<file path="config.mk">
export PLATFORM = sky130hd
export DESIGN_NAME = muneco_ctrl_flat
export DESIGN_NICKNAME = d
export VERILOG_FILES = /design/src/rtl/muneco_pkg.sv /design/src/rtl/muneco_if.sv /design/src/rtl/btn_edge.sv /design/src/rtl/muneco_ctrl.sv /design/src/flat_wrapper.sv
export SDC_FILE = /design/constraint.sdc
export NUM_CORES = 1
export LEC_CHECK = 0
export CAP_MARGIN = 20
export CORE_ASPECT_RATIO = 2
export CORE_MARGIN = 2
export CORE_UTILIZATION = 55
export CTS_CLUSTER_DIAMETER = 30
export DETAILED_ROUTE_END_ITERATION = 7
export HOLD_SLACK_MARGIN = 0.03
export PLACE_DENSITY_LB_ADDON = 0.05
export SYNTH_ARGS = -nofsm -noshare
export SYNTH_HDL_FRONTEND = slang
export SYNTH_SLANG_ARGS = --single-unit
export TNS_END_PERCENT = 100
</file>
<file path="constraint.sdc">
create_clock -name clk -period 4.53 [get_ports clk]
set_clock_uncertainty 0.1 [all_clocks]
set_input_delay 1.1325 -clock clk [delete_from_list [all_inputs] [get_ports clk]]
set_output_delay 1.1325 -clock clk [all_outputs]
set_load 0.01 [all_outputs]
</file>
<file path="src/rtl/muneco_pkg.sv">
// Shared encodings and screen geometry for the muneco character controller.
package muneco_pkg;

    typedef enum logic [1:0] {
        ST_STAND = 2'd0,
        ST_JUMP  = 2'd1,
        ST_FALL  = 2'd2,
        ST_DEAD  = 2'd3
    } state_t;

    localparam int unsigned MUN_XL = 42;
    localparam int unsigned MUN_XR = 45;
    localparam int unsigned MAX_X  = 640;
    localparam int unsigned MAX_Y  = 480;

endpackage

</file>
<file path="src/rtl/muneco_if.sv">
// Frame/pixel/control bundle between the game logic (master) and muneco_ctrl (slave).
interface muneco_if;

    logic [9:0] pix_x;
    logic [9:0] pix_y;
    logic       refr_tick;
    logic       btn_jump;
    logic [2:0] color_sel;
    logic       stand;
    logic       over;
    logic [9:0] munyt;
    logic [9:0] munyb;
    logic [2:0] mun_rgb;
    logic       mun_on;
    logic       dead;

    modport master (
        output pix_x, pix_y, refr_tick, btn_jump, color_sel, stand, over,
        input  munyt, munyb, mun_rgb, mun_on, dead
    );

    modport slave (
        input  pix_x, pix_y, refr_tick, btn_jump, color_sel, stand, over,
        output munyt, munyb, mun_rgb, mun_on, dead
    );

endinterface

</file>
<file path="src/rtl/btn_edge.sv">
// Two-flop button register with a one-clock rising-edge pulse.
module btn_edge (
    input  logic clk,
    input  logic reset,
    input  logic btn,
    output logic pulse
);

    logic [1:0] btn_q;

    always_ff @(posedge clk or posedge reset) begin
        if (reset) begin
            btn_q <= 2'b00;
        end else begin
            btn_q <= {btn_q[0], btn};
        end
    end

    assign pulse = btn_q[0] & ~btn_q[1];

endmodule

</file>
<file path="src/rtl/muneco_ctrl.sv">
// Vertical motion, colour and game-over control for the muneco character.
// Optional MUNECO_DOUBLE_JUMP_EN allows one extra jump per airborne period.
module muneco_ctrl
    import muneco_pkg::*;
#(
    parameter int unsigned MUN_Y_SIZE = 8,
    parameter int unsigned Y_START    = 100,
    parameter int unsigned JUMP_V0    = 8,
    parameter int unsigned GRAVITY    = 1,
    parameter int unsigned VMAX_FALL  = 3,
    parameter logic [2:0]  COLOR_RST  = 3'b100
) (
    input logic     clk,
    input logic     reset,
    muneco_if.slave bus
);

    localparam logic [3:0]  V0   = 4'(JUMP_V0);
    localparam logic [3:0]  G    = 4'(GRAVITY);
    localparam logic [3:0]  VMAX = 4'(VMAX_FALL);
    localparam logic [10:0] YMAX = 11'(MAX_Y - 1);
    localparam logic [10:0] YEXT = 11'(MUN_Y_SIZE - 1);

    state_t      state_q;
    logic [9:0]  munyt_q;
    logic [3:0]  vy_q;
    logic        jump_req_q;
    logic [2:0]  rgb_q;
    logic        dead_q;
    logic        jump_pulse;
    logic [10:0] y_up;
    logic [10:0] y_launch;
    logic [10:0] y_down;
    logic [4:0]  vy_sum;
    logic [3:0]  vy_fall;
    logic        down_oob;
    logic        air_jump;
    logic        launch;

    btn_edge u_btn_edge (
        .clk   (clk),
        .reset (reset),
        .btn   (bus.btn_jump),
        .pulse (jump_pulse)
    );

    // 11-bit position maths: bit 10 flags an upward underflow.
    assign y_up     = {1'b0, munyt_q} - {7'd0, vy_q};
    assign y_launch = {1'b0, munyt_q} - {7'd0, V0};
    assign y_down   = {1'b0, munyt_q} + {7'd0, vy_q};
    assign down_oob = (y_down + YEXT) > YMAX;
    assign vy_sum   = {1'b0, vy_q} + {1'b0, G};
    assign vy_fall  = (vy_sum > {1'b0, VMAX}) ? VMAX : vy_sum[3:0];

`ifdef MUNECO_DOUBLE_JUMP_EN
    logic armed_q;
    assign air_jump = jump_req_q & armed_q &
                      ((state_q == ST_JUMP) || ((state_q == ST_FALL) && !bus.stand));
`else
    assign air_jump = 1'b0;
`endif
    assign launch = ((state_q == ST_STAND) && jump_req_q) || air_jump;

    always_ff @(posedge clk or posedge reset) begin
        if (reset) begin
            state_q    <= ST_FALL;
            munyt_q    <= 10'(Y_START);
            vy_q       <= 4'd0;
            jump_req_q <= 1'b0;
            rgb_q      <= COLOR_RST;
            dead_q     <= 1'b0;
`ifdef MUNECO_DOUBLE_JUMP_EN
            armed_q    <= 1'b1;
`endif
        end else if (state_q != ST_DEAD) begin
            jump_req_q <= jump_req_q | jump_pulse;
            if (bus.refr_tick && (bus.color_sel != 3'b000)) begin
                rgb_q <= bus.color_sel;
            end
            if (bus.over) begin
                state_q    <= ST_DEAD;
                dead_q     <= 1'b1;
                jump_req_q <= 1'b0;
            end else if (bus.refr_tick) begin
                if (launch) begin
                    jump_req_q <= jump_pulse;
`ifdef MUNECO_DOUBLE_JUMP_EN
                    if (state_q != ST_STAND) armed_q <= 1'b0;
`endif
                    if (y_launch[10]) begin
                        munyt_q <= 10'd0;
                        vy_q    <= 4'd0;
                        state_q <= ST_FALL;
                    end else begin
                        munyt_q <= y_launch[9:0];
                        vy_q    <= V0;
                        state_q <= ST_JUMP;
                    end
                end else begin
                    case (state_q)
                        ST_STAND: begin
                            if (!bus.stand) begin
                                state_q <= ST_FALL;
                                vy_q    <= 4'd0;
                            end
                        end
                        ST_JUMP: begin
                            jump_req_q <= jump_pulse;
                            if (y_up[10]) begin
                                munyt_q <= 10'd0;
                                vy_q    <= 4'd0;
                                state_q <= ST_FALL;
                            end else begin
                                munyt_q <= y_up[9:0];
                                if (vy_q <= G) begin
                                    vy_q    <= 4'd0;
                                    state_q <= ST_FALL;
                                end else begin
                                    vy_q <= vy_q - G;
                                end
                            end
                        end
                        ST_FALL: begin
                            // Landing keeps a pending jump request for the next tick.
                            if (bus.stand) begin
                                state_q <= ST_STAND;
                                vy_q    <= 4'd0;
`ifdef MUNECO_DOUBLE_JUMP_EN
                                armed_q <= 1'b1;
`endif
                            end else begin
                                jump_req_q <= jump_pulse;
                                if (down_oob) begin
                                    state_q    <= ST_DEAD;
                                    dead_q     <= 1'b1;
                                    jump_req_q <= 1'b0;
                                end else begin
                                    munyt_q <= y_down[9:0];
                                    vy_q    <= vy_fall;
                                end
                            end
                        end
                        default: ;
                    endcase
                end
            end
        end
    end

    assign bus.munyt   = munyt_q;
    assign bus.munyb   = munyt_q + 10'(MUN_Y_SIZE - 1);
    assign bus.mun_rgb = rgb_q;
    assign bus.dead    = dead_q;
    assign bus.mun_on  = (bus.pix_x >= 10'(MUN_XL)) && (bus.pix_x <= 10'(MUN_XR)) &&
                         (bus.pix_y >= munyt_q) && (bus.pix_y <= bus.munyb);

endmodule
</file>
<file path="src/flat_wrapper.sv">
// flat-port wrapper written by rule: the top's interface ports become plain ports
module muneco_ctrl_flat import muneco_pkg::*;
#(
    parameter int unsigned MUN_Y_SIZE = 8,
    parameter int unsigned Y_START    = 100,
    parameter int unsigned JUMP_V0    = 8,
    parameter int unsigned GRAVITY    = 1,
    parameter int unsigned VMAX_FALL  = 3,
    parameter logic [2:0]  COLOR_RST  = 3'b100
)
  (clk, reset, bus_pix_x, bus_pix_y, bus_refr_tick, bus_btn_jump, bus_color_sel, bus_stand, bus_over, bus_munyt, bus_munyb, bus_mun_rgb, bus_mun_on, bus_dead);
  muneco_if bus_i ();
  input logic clk;
  input logic reset;
  input wire logic [$bits(bus_i.pix_x)-1:0] bus_pix_x;
  input wire logic [$bits(bus_i.pix_y)-1:0] bus_pix_y;
  input wire logic [$bits(bus_i.refr_tick)-1:0] bus_refr_tick;
  input wire logic [$bits(bus_i.btn_jump)-1:0] bus_btn_jump;
  input wire logic [$bits(bus_i.color_sel)-1:0] bus_color_sel;
  input wire logic [$bits(bus_i.stand)-1:0] bus_stand;
  input wire logic [$bits(bus_i.over)-1:0] bus_over;
  output wire logic [$bits(bus_i.munyt)-1:0] bus_munyt;
  output wire logic [$bits(bus_i.munyb)-1:0] bus_munyb;
  output wire logic [$bits(bus_i.mun_rgb)-1:0] bus_mun_rgb;
  output wire logic [$bits(bus_i.mun_on)-1:0] bus_mun_on;
  output wire logic [$bits(bus_i.dead)-1:0] bus_dead;
  assign bus_i.pix_x = bus_pix_x;
  assign bus_i.pix_y = bus_pix_y;
  assign bus_i.refr_tick = bus_refr_tick;
  assign bus_i.btn_jump = bus_btn_jump;
  assign bus_i.color_sel = bus_color_sel;
  assign bus_i.stand = bus_stand;
  assign bus_i.over = bus_over;
  assign bus_munyt = bus_i.munyt;
  assign bus_munyb = bus_i.munyb;
  assign bus_mun_rgb = bus_i.mun_rgb;
  assign bus_mun_on = bus_i.mun_on;
  assign bus_dead = bus_i.dead;
  muneco_ctrl #(.MUN_Y_SIZE(MUN_Y_SIZE), .Y_START(Y_START), .JUMP_V0(JUMP_V0), .GRAVITY(GRAVITY), .VMAX_FALL(VMAX_FALL), .COLOR_RST(COLOR_RST)) u_core (.clk(clk), .reset(reset), .bus(bus_i));
endmodule
</file>
==> out/summary.txt <==
Final Cycle Share = 97.9%
Routed Antenna Nets = 0
Slew @ Worst Pin = 0.972 ns
CP Data Required Time = 3.30 ns
Critical Path Fanout Max = 4
Period minus WS final = 4.44 ns
WL/cell = 18.2 µm
Drt via density = 6.31
Crit start category = flip-flop
Final hold violation count = 0
Most Frequent Cell on Critical Path = inv_1
FF-to-FF End = u_core.vy_q[0]
Syn avg cell area = 8.13 µm²
First-pass GRT wire length = 15100 µm
Cell depth of the worst hold path = 0
Reg2reg path depth = 12
Ys flop type = dfrtp_1
Core Area = 5610 µm²
Cts bufs inserted = 3
Max Root-Sink Buffers = 2
Slowest Stage Delay on Critical Path = 0.39 ns
Crit path kind = flip-flop to output pin
Fraction of layout cells with a size suffix above 1 = 13.6%
Initial DRC Count = 255
Worst slack, placed = -0.444 ns
Pre-antenna DRT Iters = 5
Area growth syn-to-layout = 25.8%
Setup crit end kind = output pin
Vias = 3262
DRC = 0
Total track usage = 29.1%
Worst r2r src = u_core.vy_q[0]
Synth Register Bits = 23
# Max-Cap Violations = 0
Peak supply drop = 292 µV
# diodes = 0
Asr flop ratio synth = 100%
Seq/Total Area, Yosys = 18.5%
Fin Setup TNS = 0 ns
Skew-Pair Late Insertion Delay = 0.26 ns
Gr ovfl total = 0
CTS tree = built
Post-Syn Area = 3150 µm²
Largest net degree at the start of global routing = 24
Tot Pwr = 1.42 mW
Clock sinks = 23
FP Rows = 39
WHS = 0.278 ns
Detailed placer's ending HPWL = 7240 µm
Synth Instances = 388
Die height = 111 µm
I/O Pins = 54
Worst R2R Setup Slack = 0.80 ns
Status = finished, final reports clean
H-tree Lvls = 1
CTS root buf = clkbuf_16
Dpl cell area = 3830 µm²
Slew HR = 35.2%
Worst setup margin = 0.0944 ns
Leak = 1.69 nW
WP data arrival = 3.20 ns
Post-CTS Repair Setup Buffers = 0
Post-synthesis cell type count = 70
Power Dens Cells = 358 nW/µm²
Net count, final = 529
HP Class = flip-flop to flip-flop
Fmax achieved = 0.225 GHz
Die X-Extent = 57.5 µm
Reg clk slew, reported paths = 0.07 ns
CP max stage cell = dfrtp_1
Vias in the first global route = 3191
Routability cong. = 0.927
Die area = 6390 µm²
# fillers = 465
Detailed Route WL = 9400 µm
Max Slew Vio Count = 0
Critical path endpoint = bus_mun_on
Worst-path cell chain = inv_1 -> ha_1 -> a21o_1 -> inv_1 -> nand4_1 -> xnor2_2 -> inv_1 -> ha_1 -> nand4_1 -> nor3_1 -> a2111oi_2 -> a31oi_1 -> nor4_2 -> buf_2
Initial antenna violation count = 0
Synth Warn # = 0
Multi-input logic area = 2370 µm²
Syn nets = 460
Crit. Startpoint = u_core.bus.munyt[0]
# port buffers = 52
FF/Latch Area = 582 µm²
Starting Density = 56.2%
EDFF count, synth = 0
Cell area after layout = 3970 µm²
Count of final setup violators = 0
## what timing repair did
action                                  4_1_cts  5_1_grt
pin swaps                                     4        6
endpoints found under the setup margin        1        1
hold buffers                                  0        0
gates resized for setup                       8       13
## power breakdown
| part | switching (mW) | internal [mW] | total (mW) |
|---|---|---|---|
| clock network | 0.0836 | 0.119 | 0.203 |
| registers | 0.0407 | 0.257 | 0.297 |
| logic | 0.488 | 0.432 | 0.920 |
## registers in the layout, summed over array words and instances, names as in the netlist
| name | count |
|---|---|
| u_core.jump_req_q | 1 |
| u_core.state_q | 2 |
| u_core.bus.dead | 1 |
| u_core.vy_q | 4 |
| u_core.bus.munyt | 10 |
| u_core.u_btn_edge.btn_q | 2 |
| u_core.bus.mun_rgb | 3 |
## critical path: cells and delay by family, from the launching register on
family	cells	cell delay, ns
AO/OA/AOI/OAI	3	0.64
buffers and inverters	4	0.42
AND/OR/NAND/NOR	4	0.71
XOR/XNOR	1	0.24
adder cells (fa/ha/maj)	2	0.53
flip-flops	1	0.39
## layout make-up
class	instances	area share, %
tap	61	1.92
timing repair buffer	79	18.2
multi-input combinational	315	59.8
clock inverter	1	0.126
sequential	23	14.7
inverter	35	3.31
clock buffer	3	1.89
## per-layer routing
metal / vias up / share of wire, % / global-route usage, %
li1: 1553 / - / -
met3: 27 / 5.0 / 2.57
met1: 1539 / 40 / 35.6
met2: 143 / 51 / 49.8
met4: 0 / 3.7 / 13.0
met5: - / 0 / 0
## kinds of logic (layout without fill, tap and decap cells)
logic type / count (synthesis) / after routing / synth area share [%]
buffers and inverters: 50 / 118 / 8.17
adders and majority gates: 43 / 43 / 17.5
and+or+nand+nor: 132 / 132 / 21.0
DFF: 23 / 23 / 18.5
xor gates and xnor gates: 20 / 20 / 5.56
muxes: 7 / 7 / 2.54
AOI/OAI and AO/OA: 113 / 113 / 26.7
## synth_stat cells, drive strengths merged (3+ instances only)
library cell | instances | area, µm²
inv | 33 | 124
nand2 | 29 | 109
nor4 | 4 | 25.0
nor2b | 6 | 37.5
a31oi | 4 | 25.0
nor2 | 31 | 121
dfrtp | 18 | 450
nor3 | 19 | 95.1
and3 | 6 | 37.5
nand3b | 3 | 22.5
xnor2 | 18 | 158
a22o | 7 | 62.6
clkbuf | 11 | 85.1
dfstp | 5 | 131
nand4 | 3 | 18.8
o211ai | 7 | 57.6
o2bb2ai | 4 | 35.0
mux2i | 5 | 50.1
o22ai | 4 | 25.0
a21o | 7 | 53.8
a21oi | 20 | 100
o311a | 3 | 31.3
buf | 4 | 41.3
ha | 41 | 513
nand3 | 14 | 70.1
and2 | 6 | 40.0
o31ai | 4 | 30.0
a211oi | 5 | 50.1
o21a | 3 | 22.5
o21ai | 21 | 116
nand2b | 6 | 37.5
## metrics by stage
step	util, %	instances
2_1_floorplan	-	388
3_3_place_gp	68.2	513
3_5_place_dp	68.2	513
4_1_cts	69.5	517
5_1_grt	70.7	517
6_report	70.7	517
## placed cells by master (no fill, tap or decap), drive strengths merged, types with 3 or more instances in the layout
| master | instances |
|---|---|
| clkdlybuf4s50 | 49 |
| ha | 41 |
| inv | 33 |
| nor2 | 31 |
| nand2 | 29 |
| buf | 28 |
| o21ai | 21 |
| a21oi | 20 |
| nor3 | 19 |
| dfrtp | 18 |
| xnor2 | 18 |
| nand3 | 14 |
| o211ai | 7 |
| a22o | 7 |
| a21o | 7 |
| nor2b | 6 |
| and3 | 6 |
| nand2b | 6 |
| and2 | 6 |
| mux2i | 5 |
| dfstp | 5 |
| a211oi | 5 |
| o31ai | 4 |
| o2bb2ai | 4 |
| a31oi | 4 |
| o22ai | 4 |
| nor4 | 4 |
| o21a | 3 |
| nand3b | 3 |
| nand4 | 3 |
| clkbuf | 3 |
| clkinv | 3 |
| o311a | 3 |
## worst min-delay path by stage
stage	start	to	slack, ns
2_1_floorplan	u_core.u_btn_edge.btn_q[0]	u_core.u_btn_edge.btn_q[1]	0.25
3_3_place_gp	u_core.u_btn_edge.btn_q[0]	u_core.u_btn_edge.btn_q[1]	0.27
4_1_cts	u_core.u_btn_edge.btn_q[0]	u_core.u_btn_edge.btn_q[1]	0.29
6_report	u_core.u_btn_edge.btn_q[0]	u_core.u_btn_edge.btn_q[1]	0.28
3_5_place_dp	u_core.u_btn_edge.btn_q[0]	u_core.u_btn_edge.btn_q[1]	0.27
5_1_grt	u_core.u_btn_edge.btn_q[0]	u_core.u_btn_edge.btn_q[1]	0.31
Power figures use the tool's default switching activity.
